`config.mk`:
```
export PLATFORM = sky130hd
export DESIGN_NAME = cae_disp_aeg_ctrl_flat
export DESIGN_NICKNAME = d
export VERILOG_FILES = /design/src/rtl/cae_pers_pkg.sv /design/src/rtl/cae_disp_aeg_ctrl_if.sv /design/src/rtl/cae_aeg_regfile.sv /design/src/rtl/cae_disp_aeg_ctrl.sv /design/src/flat_wrapper.sv
export SDC_FILE = /design/constraint.sdc
export NUM_CORES = 2
export LEC_CHECK = 0
export CAP_MARGIN = 10
export CORE_AREA = 2 2 498 500
export DETAILED_ROUTE_END_ITERATION = 10
export DIE_AREA = 0 0 500 502
export HOLD_SLACK_MARGIN = 0.02
export PLACE_DENSITY = 0.49
export SLEW_MARGIN = 15
export SYNTH_ARGS = -nofsm -noshare
export SYNTH_HDL_FRONTEND = slang
export SYNTH_SLANG_ARGS = --single-unit
export TNS_END_PERCENT = 1
```
`constraint.sdc`:
```
create_clock -name clk -period 1.8 [get_ports clk]
set_clock_uncertainty 0.2 [all_clocks]
set_input_delay 0.36 -clock clk [delete_from_list [all_inputs] [get_ports clk]]
set_output_delay 0.36 -clock clk [all_outputs]
set_load 0.05 [all_outputs]
```
`src/rtl/cae_pers_pkg.sv`:
```
// Shared types and constants for the dispatch/AEG controller slice.
package cae_pers_pkg;

  typedef enum logic [1:0] {
    ST_IDLE  = 2'd0,
    ST_RUN   = 2'd1,
    ST_FLUSH = 2'd2
  } state_t;

  localparam int EXC_BADINST = 0;
  localparam int EXC_BADAEG  = 1;
  localparam int EXC_BUSY    = 2;

  // A single-register file still needs a 1-bit index.
  function automatic int aeg_idx_w(input int num_aeg);
    return (num_aeg > 1) ? $clog2(num_aeg) : 1;
  endfunction

endpackage

```
`src/rtl/cae_disp_aeg_ctrl_if.sv`:
```
// Dispatch bus between the host dispatch unit (master) and the controller (slave).
interface cae_disp_aeg_ctrl_if;

  logic        disp_inst_vld;
  logic [4:0]  disp_inst;
  logic [17:0] disp_aeg_idx;
  logic        disp_aeg_rd;
  logic        disp_aeg_wr;
  logic [63:0] disp_aeg_wr_data;
  logic [17:0] disp_aeg_cnt;
  logic [15:0] disp_exception;
  logic        disp_idle;
  logic        disp_rtn_data_vld;
  logic [63:0] disp_rtn_data;
  logic        disp_stall;

  modport master (
    output disp_inst_vld, disp_inst, disp_aeg_idx, disp_aeg_rd, disp_aeg_wr, disp_aeg_wr_data,
    input  disp_aeg_cnt, disp_exception, disp_idle, disp_rtn_data_vld, disp_rtn_data, disp_stall
  );

  modport slave (
    input  disp_inst_vld, disp_inst, disp_aeg_idx, disp_aeg_rd, disp_aeg_wr, disp_aeg_wr_data,
    output disp_aeg_cnt, disp_exception, disp_idle, disp_rtn_data_vld, disp_rtn_data, disp_stall
  );

endinterface

```
`src/rtl/cae_aeg_regfile.sv`:
```
// NUM_AEG x 64-bit register file: two prioritised write ports, one registered read port, flat view.
module cae_aeg_regfile
  import cae_pers_pkg::*;
#(
  parameter  int NUM_AEG = 16,
  localparam int IW      = aeg_idx_w(NUM_AEG)
) (
  input  logic                  clk,
  input  logic                  i_reset_n,
  input  logic                  wa_en,
  input  logic [IW-1:0]         wa_idx,
  input  logic [63:0]           wa_data,
  input  logic                  wb_en,
  input  logic [IW-1:0]         wb_idx,
  input  logic [63:0]           wb_data,
  input  logic                  rd_en,
  input  logic                  rd_ok,
  input  logic [IW-1:0]         rd_idx,
  output logic                  rd_vld,
  output logic [63:0]           rd_data,
  output logic [NUM_AEG*64-1:0] aeg_flat
);

  logic [63:0] regs [NUM_AEG];

  // Port A (dispatch) wins over port B (core) when both target one register.
  always_ff @(posedge clk or negedge i_reset_n) begin
    if (!i_reset_n) begin
      for (int i = 0; i < NUM_AEG; i++) regs[i] <= '0;
    end else begin
      for (int i = 0; i < NUM_AEG; i++) begin
        if (wa_en && (wa_idx == IW'(i)))      regs[i] <= wa_data;
        else if (wb_en && (wb_idx == IW'(i))) regs[i] <= wb_data;
      end
    end
  end

  always_ff @(posedge clk or negedge i_reset_n) begin
    if (!i_reset_n) begin
      rd_vld  <= 1'b0;
      rd_data <= '0;
    end else begin
      rd_vld  <= rd_en;
      rd_data <= (rd_en && rd_ok) ? regs[rd_idx] : 64'd0;
    end
  end

  always_comb begin
    aeg_flat = '0;
    for (int i = 0; i < NUM_AEG; i++) aeg_flat[64*i +: 64] = regs[i];
  end

endmodule

```
`src/rtl/cae_disp_aeg_ctrl.sv`:
```
// Dispatch/AEG controller: launches the user core, flushes every MC port on completion,
// serves AEG reads/writes and raises dispatch exceptions.
module cae_disp_aeg_ctrl
  import cae_pers_pkg::*;
#(
  parameter  int         NUM_AEG      = 16,
  parameter  int         NUM_MC_PORTS = 4,
  parameter  logic [4:0] INST_START   = 5'd0,
  localparam int         IW           = aeg_idx_w(NUM_AEG)
) (
  input  logic                      clk,
  input  logic                      i_reset_n,
  cae_disp_aeg_ctrl_if.slave        disp,
  output logic                      core_start,
  input  logic                      core_done,
  input  logic                      core_aeg_wr,
  input  logic [IW-1:0]             core_aeg_idx,
  input  logic [63:0]               core_aeg_data,
  output logic [NUM_AEG*64-1:0]     aeg_flat,
  output logic [NUM_MC_PORTS-1:0]   mc_rq_flush,
  input  logic [NUM_MC_PORTS-1:0]   mc_rs_flush_cmplt
);

  state_t                  state;
  logic [NUM_MC_PORTS-1:0] pend;
  logic [NUM_MC_PORTS-1:0] pend_next;
  logic [15:0]             exc_next;
  logic                    disp_in_range;
  logic                    core_in_range;
  logic                    is_start;

  // The range check looks at the whole 18-bit index so aliases of valid registers are rejected.
  assign disp_in_range = (disp.disp_aeg_idx < 18'(NUM_AEG));
  assign core_in_range = (32'(core_aeg_idx) < 32'(NUM_AEG));
  assign is_start      = disp.disp_inst_vld && (disp.disp_inst == INST_START);
  assign pend_next     = pend & ~mc_rs_flush_cmplt;

  always_comb begin
    exc_next              = '0;
    exc_next[EXC_BADINST] = disp.disp_inst_vld && (disp.disp_inst != INST_START);
    exc_next[EXC_BADAEG]  = (disp.disp_aeg_rd || disp.disp_aeg_wr) && !disp_in_range;
    exc_next[EXC_BUSY]    = disp.disp_inst_vld && (state != ST_IDLE);
  end

  always_ff @(posedge clk or negedge i_reset_n) begin
    if (!i_reset_n) begin
      state               <= ST_IDLE;
      pend                <= '0;
      core_start          <= 1'b0;
      mc_rq_flush         <= '0;
      disp.disp_exception <= '0;
    end else begin
      disp.disp_exception <= exc_next;
      core_start          <= 1'b0;
      mc_rq_flush         <= '0;
      case (state)
        ST_IDLE: begin
          if (is_start) begin
            core_start <= 1'b1;
            state      <= ST_RUN;
          end
        end
        ST_RUN: begin
          if (core_done) begin
            mc_rq_flush <= '1;
            pend        <= '1;
            state       <= ST_FLUSH;
          end
        end
        ST_FLUSH: begin
          // Completions arriving alongside the flush pulse already clear their bits here.
          pend <= pend_next;
          if (pend_next == '0) state <= ST_IDLE;
        end
        default: state <= ST_IDLE;
      endcase
    end
  end

  assign disp.disp_idle    = (state == ST_IDLE);
  assign disp.disp_stall   = (state != ST_IDLE);
  assign disp.disp_aeg_cnt = 18'(NUM_AEG);

  cae_aeg_regfile #(
    .NUM_AEG (NUM_AEG)
  ) u_regfile (
    .clk       (clk),
    .i_reset_n (i_reset_n),
    .wa_en     (disp.disp_aeg_wr && disp_in_range),
    .wa_idx    (disp.disp_aeg_idx[IW-1:0]),
    .wa_data   (disp.disp_aeg_wr_data),
    .wb_en     (core_aeg_wr && core_in_range),
    .wb_idx    (core_aeg_idx),
    .wb_data   (core_aeg_data),
    .rd_en     (disp.disp_aeg_rd),
    .rd_ok     (disp_in_range),
    .rd_idx    (disp.disp_aeg_idx[IW-1:0]),
    .rd_vld    (disp.disp_rtn_data_vld),
    .rd_data   (disp.disp_rtn_data),
    .aeg_flat  (aeg_flat)
  );

endmodule

```
`src/flat_wrapper.sv`:
```
// flat-port wrapper written by rule: the top's interface ports become plain ports
module cae_disp_aeg_ctrl_flat import cae_pers_pkg::*;
#(
  parameter  int         NUM_AEG      = 16,
  parameter  int         NUM_MC_PORTS = 4,
  parameter  logic [4:0] INST_START   = 5'd0,
  localparam int         IW           = aeg_idx_w(NUM_AEG)
)
  (clk, i_reset_n, core_start, core_done, core_aeg_wr, core_aeg_idx, core_aeg_data, aeg_flat, mc_rq_flush, mc_rs_flush_cmplt, disp_disp_inst_vld, disp_disp_inst, disp_disp_aeg_idx, disp_disp_aeg_rd, disp_disp_aeg_wr, disp_disp_aeg_wr_data, disp_disp_aeg_cnt, disp_disp_exception, disp_disp_idle, disp_disp_rtn_data_vld, disp_disp_rtn_data, disp_disp_stall);
  cae_disp_aeg_ctrl_if disp_i ();
  input  logic clk;
  input  logic i_reset_n;
  output logic core_start;
  input  logic core_done;
  input  logic core_aeg_wr;
  input  logic [IW-1:0] core_aeg_idx;
  input  logic [63:0] core_aeg_data;
  output logic [NUM_AEG*64-1:0] aeg_flat;
  output logic [NUM_MC_PORTS-1:0] mc_rq_flush;
  input  logic [NUM_MC_PORTS-1:0] mc_rs_flush_cmplt;
  input wire logic [$bits(disp_i.disp_inst_vld)-1:0] disp_disp_inst_vld;
  input wire logic [$bits(disp_i.disp_inst)-1:0] disp_disp_inst;
  input wire logic [$bits(disp_i.disp_aeg_idx)-1:0] disp_disp_aeg_idx;
  input wire logic [$bits(disp_i.disp_aeg_rd)-1:0] disp_disp_aeg_rd;
  input wire logic [$bits(disp_i.disp_aeg_wr)-1:0] disp_disp_aeg_wr;
  input wire logic [$bits(disp_i.disp_aeg_wr_data)-1:0] disp_disp_aeg_wr_data;
  output wire logic [$bits(disp_i.disp_aeg_cnt)-1:0] disp_disp_aeg_cnt;
  output wire logic [$bits(disp_i.disp_exception)-1:0] disp_disp_exception;
  output wire logic [$bits(disp_i.disp_idle)-1:0] disp_disp_idle;
  output wire logic [$bits(disp_i.disp_rtn_data_vld)-1:0] disp_disp_rtn_data_vld;
  output wire logic [$bits(disp_i.disp_rtn_data)-1:0] disp_disp_rtn_data;
  output wire logic [$bits(disp_i.disp_stall)-1:0] disp_disp_stall;
  assign disp_i.disp_inst_vld = disp_disp_inst_vld;
  assign disp_i.disp_inst = disp_disp_inst;
  assign disp_i.disp_aeg_idx = disp_disp_aeg_idx;
  assign disp_i.disp_aeg_rd = disp_disp_aeg_rd;
  assign disp_i.disp_aeg_wr = disp_disp_aeg_wr;
  assign disp_i.disp_aeg_wr_data = disp_disp_aeg_wr_data;
  assign disp_disp_aeg_cnt = disp_i.disp_aeg_cnt;
  assign disp_disp_exception = disp_i.disp_exception;
  assign disp_disp_idle = disp_i.disp_idle;
  assign disp_disp_rtn_data_vld = disp_i.disp_rtn_data_vld;
  assign disp_disp_rtn_data = disp_i.disp_rtn_data;
  assign disp_disp_stall = disp_i.disp_stall;
  cae_disp_aeg_ctrl #(.NUM_AEG(NUM_AEG), .NUM_MC_PORTS(NUM_MC_PORTS), .INST_START(INST_START)) u_core (.clk(clk), .i_reset_n(i_reset_n), .disp(disp_i), .core_start(core_start), .core_done(core_done), .core_aeg_wr(core_aeg_wr), .core_aeg_idx(core_aeg_idx), .core_aeg_data(core_aeg_data), .aeg_flat(aeg_flat), .mc_rq_flush(mc_rq_flush), .mc_rs_flush_cmplt(mc_rs_flush_cmplt));
endmodule
```
==> results.cfg <==
[status]
status = complete, but fails checks
violations = hold timing, setup timing

[route]
drc = 0
postRouteAntennaNets = 0
routedWlPerCell_um = 36.1
avgViaCountPerCell = 5.04
drt_wl_total_um = 349000
drtPass1Iterations = 5
drtIter0Drc = 3713
via_count = 48600

[setup_path]
crit_arrival_ps = 1610
slowest_delay_ps = 420
worstPathRequired_ps = 1240
path_class = reg -> out
path_max_fanout = 3
cp_slowest_cell = dfrtp_2
crit_path_end_kind = output pin
startpoint_type = flop
crit_chain = nor2_4 > inv_2 > buf_12

[die]
die_area_um2 = 251000
start_util_pct = 24.8
fp.coreArea_um2 = 245000
fp.dieW_um = 500
std_cell_rows = 182
io_pins = 1296
die_h_um = 502

[layout]
final_cell_mix = mux2_2, buf_12, dfrtp_1
nFillCells = 22100
fin_nets = 6476
drive_gt1_share_pct = 78.7
syn2layout_area_growth_pct = 74.0
instances_no_fill = 9646
final_common_cell = mux2_2

[pwr]
vdd_drop_max_uv = 838
p_leak_nw = 46.1
combPwrFrac_pct = 52.4
p_total_mw = 139
intPower_mw = 84.8
pwr-share-seq_pct = 26.6
clkPwrFrac_pct = 21.0
switching_share_pct = 38.9
powerDensity_nw_per_um2 = 1310
switching_power_mw = 54.0

[sta]
slew_violations = 0
post-route-min-period_ps = 2170
worst_pin_slew_ps = 672
worst_slack_ps = -370
slew_headroom_pct = 55.2
setup_viol = 1938
period_share_pct = 121
setup_tns_ps = -330430
rsz0062_at_grt = true
hold_violations = 2
whs_ps = -25.0
max_freq_ghz = 0.461

[clock_tree]
cts_tree = done
clock-sinks = 1100
clock_latency_ps = 850
cts.path.max_buffers = 3
cts_made_buffers = 141
cts_max_level = 4
root_buffer = clkbuf_16
cts_hold_buffers = 8
cts.reportedPaths.clkPinSlew_ps = 60

[yosys]
avgSynthCellArea_um2 = 14.7
synth_edf_count = 0
syn-instance-count = 4149
synth_cell_type_count = 39
synth-async-reset-ratio_pct = 100
ys_warn_count = 0
ys_seq_area_share_pct = 45.2
ys_dominant_reg_cell = dfrtp_1
syn_area_um2 = 60900
synth-seq-cells = 1100

[placement]
place_inst = 9316
dpl.hpwl_um = 246000
place_congestion = 0.865
portBuffers = 1264

[grt]
grt_overflow_total = 0
antenna_found_initial = 33
grt_max_degree = 75
grt_use_total_pct = 27.2
grt_pass1_wl_um = 468000
grt_pass1_vias = 51000

[run]
drv_cap = 0

[worst_hold_path]
holdCritPathClass = in -> reg
==> repair_timing <==
item                                    in CTS  in global routing
endpoints found under the setup margin    2188               2166
hold endpoints to repair                  1119                  6
pin swaps                                   13                  3
buffers inserted                            30                 19
cloned                                      19                  0
resized for setup                          608                283
==> stage by stage <==
stage	worst slack (ps)	hold slack, ps	area, um2	util (%)
after floorplan	-630	-136	61000	-
after global placement	-1900	316	97700	39.8
after detailed placement	-1870	342	97700	39.8
after CTS	-451	-91.2	105000	42.9
after global routing	-445	-43.7	106000	43.2
final	-370	-25.0	106000	43.2
==> metal layers <==
metal  wire length, um  track usage [%]  share of wire, %  vias up
li1                  -                -                 -    20000
met1            146000             35.2                42    26000
met2            165000             44.5                47     2155
met3             22800             5.65               6.5      503
met4             14800             10.2               4.3       24
met5               154                0             0.044        -
==> cell type report <==
| class | instances | area, um2 | share of cell area [%] |
|---|---|---|---|
| multi-input combinational | 2614 | 31500 | 29.7 |
| timing repair buffer | 2447 | 38000 | 35.8 |
| tap | 3220 | 4030 | 3.80 |
| clock buffer | 208 | 4070 | 3.84 |
| antenna | 10 | 25.0 | 0.0236 |
| sequential | 1100 | 27800 | 26.2 |
| clock inverter | 41 | 539 | 0.509 |
| inverter | 6 | 22.5 | 0.0213 |
==> worst max-delay path: cells and delay by family, from the launching register on <==
kind / cells / cell delay, ps
DFF: 1 / 420
and+or+nand+nor: 1 / 170
buffers and inverters: 2 / 200
==> sequential cells by signal, summed over array words and instances (netlist names) <==
register	count
u_core.u_regfile.rd_vld	1
u_core.mc_rq_flush	1
u_core.u_regfile.aeg_flat	1024
u_core.core_start	1
u_core.u_regfile.rd_data	64
u_core.disp.disp_exception	3
u_core.pend	4
u_core.state	2
==> cell usage after synthesis (all sizes together) (2+ instances only) <==
| cell type | n | area [um2] |
|---|---|---|
| o22ai | 64 | 400 |
| and2 | 2 | 12.5 |
| mux2 | 2048 | 23100 |
| nand3 | 11 | 105 |
| nor3b | 3 | 33.8 |
| a21oi | 4 | 20.0 |
| mux2i | 128 | 1280 |
| nand2 | 3 | 11.3 |
| clkbuf | 325 | 1400 |
| conb | 2 | 7.51 |
| o21ai | 8 | 40.0 |
| mux4 | 256 | 5770 |
| and3 | 3 | 18.8 |
| buf | 133 | 868 |
| or4 | 2 | 18.8 |
| inv | 6 | 22.5 |
| nor2b | 3 | 18.8 |
| nor4 | 3 | 18.8 |
| nor2 | 15 | 56.3 |
| nand3b | 11 | 82.6 |
| nand2b | 4 | 25.0 |
| or2 | 2 | 12.5 |
| or3 | 5 | 31.3 |
| dfrtp | 1100 | 27500 |
| a22oi | 2 | 15.0 |
==> logic make-up after synthesis <==
kind of cell | count (synthesis) | synth area share, %
muxes | 2432 | 49.4
DFF | 1100 | 45.2
buffers and inverters | 464 | 3.76
AOI/OAI and AO/OA | 80 | 0.807
and+or+nand+nor | 71 | 0.791
other | 2 | 0.0123
==> path summary, 6_finish.rpt <==
kind / start / endpoint / slack, ps / cells after the start
min in group asynchronous: i_reset_n / u_core.u_regfile.aeg_flat[360] / 120 / 3
min: disp_disp_aeg_idx[3] / u_core.u_regfile.rd_data[52] / -30 / 4
min reg2reg: u_core.pend[3] / u_core.pend[3] / 360 / 2
max reg2reg: u_core.u_regfile.aeg_flat[294] / u_core.u_regfile.rd_data[38] / -160 / 5
max: u_core.state[0] / disp_disp_stall / -370 / 3
max in group asynchronous: i_reset_n / u_core.u_regfile.aeg_flat[80] / 540 / 4
==> power by group through the flow <==
stage	clock network (mW)	registers (mW)	logic, mW
6_report	29.1	37.0	72.7
3_5_place_dp	0	36.5	70.8
4_1_cts	29.7	36.6	72.6
2_1_floorplan	0	53.0	13.3
3_3_place_gp	0	36.4	70.4
5_1_grt	30.7	37.4	74.8
Power figures use the tool's default switching activity.
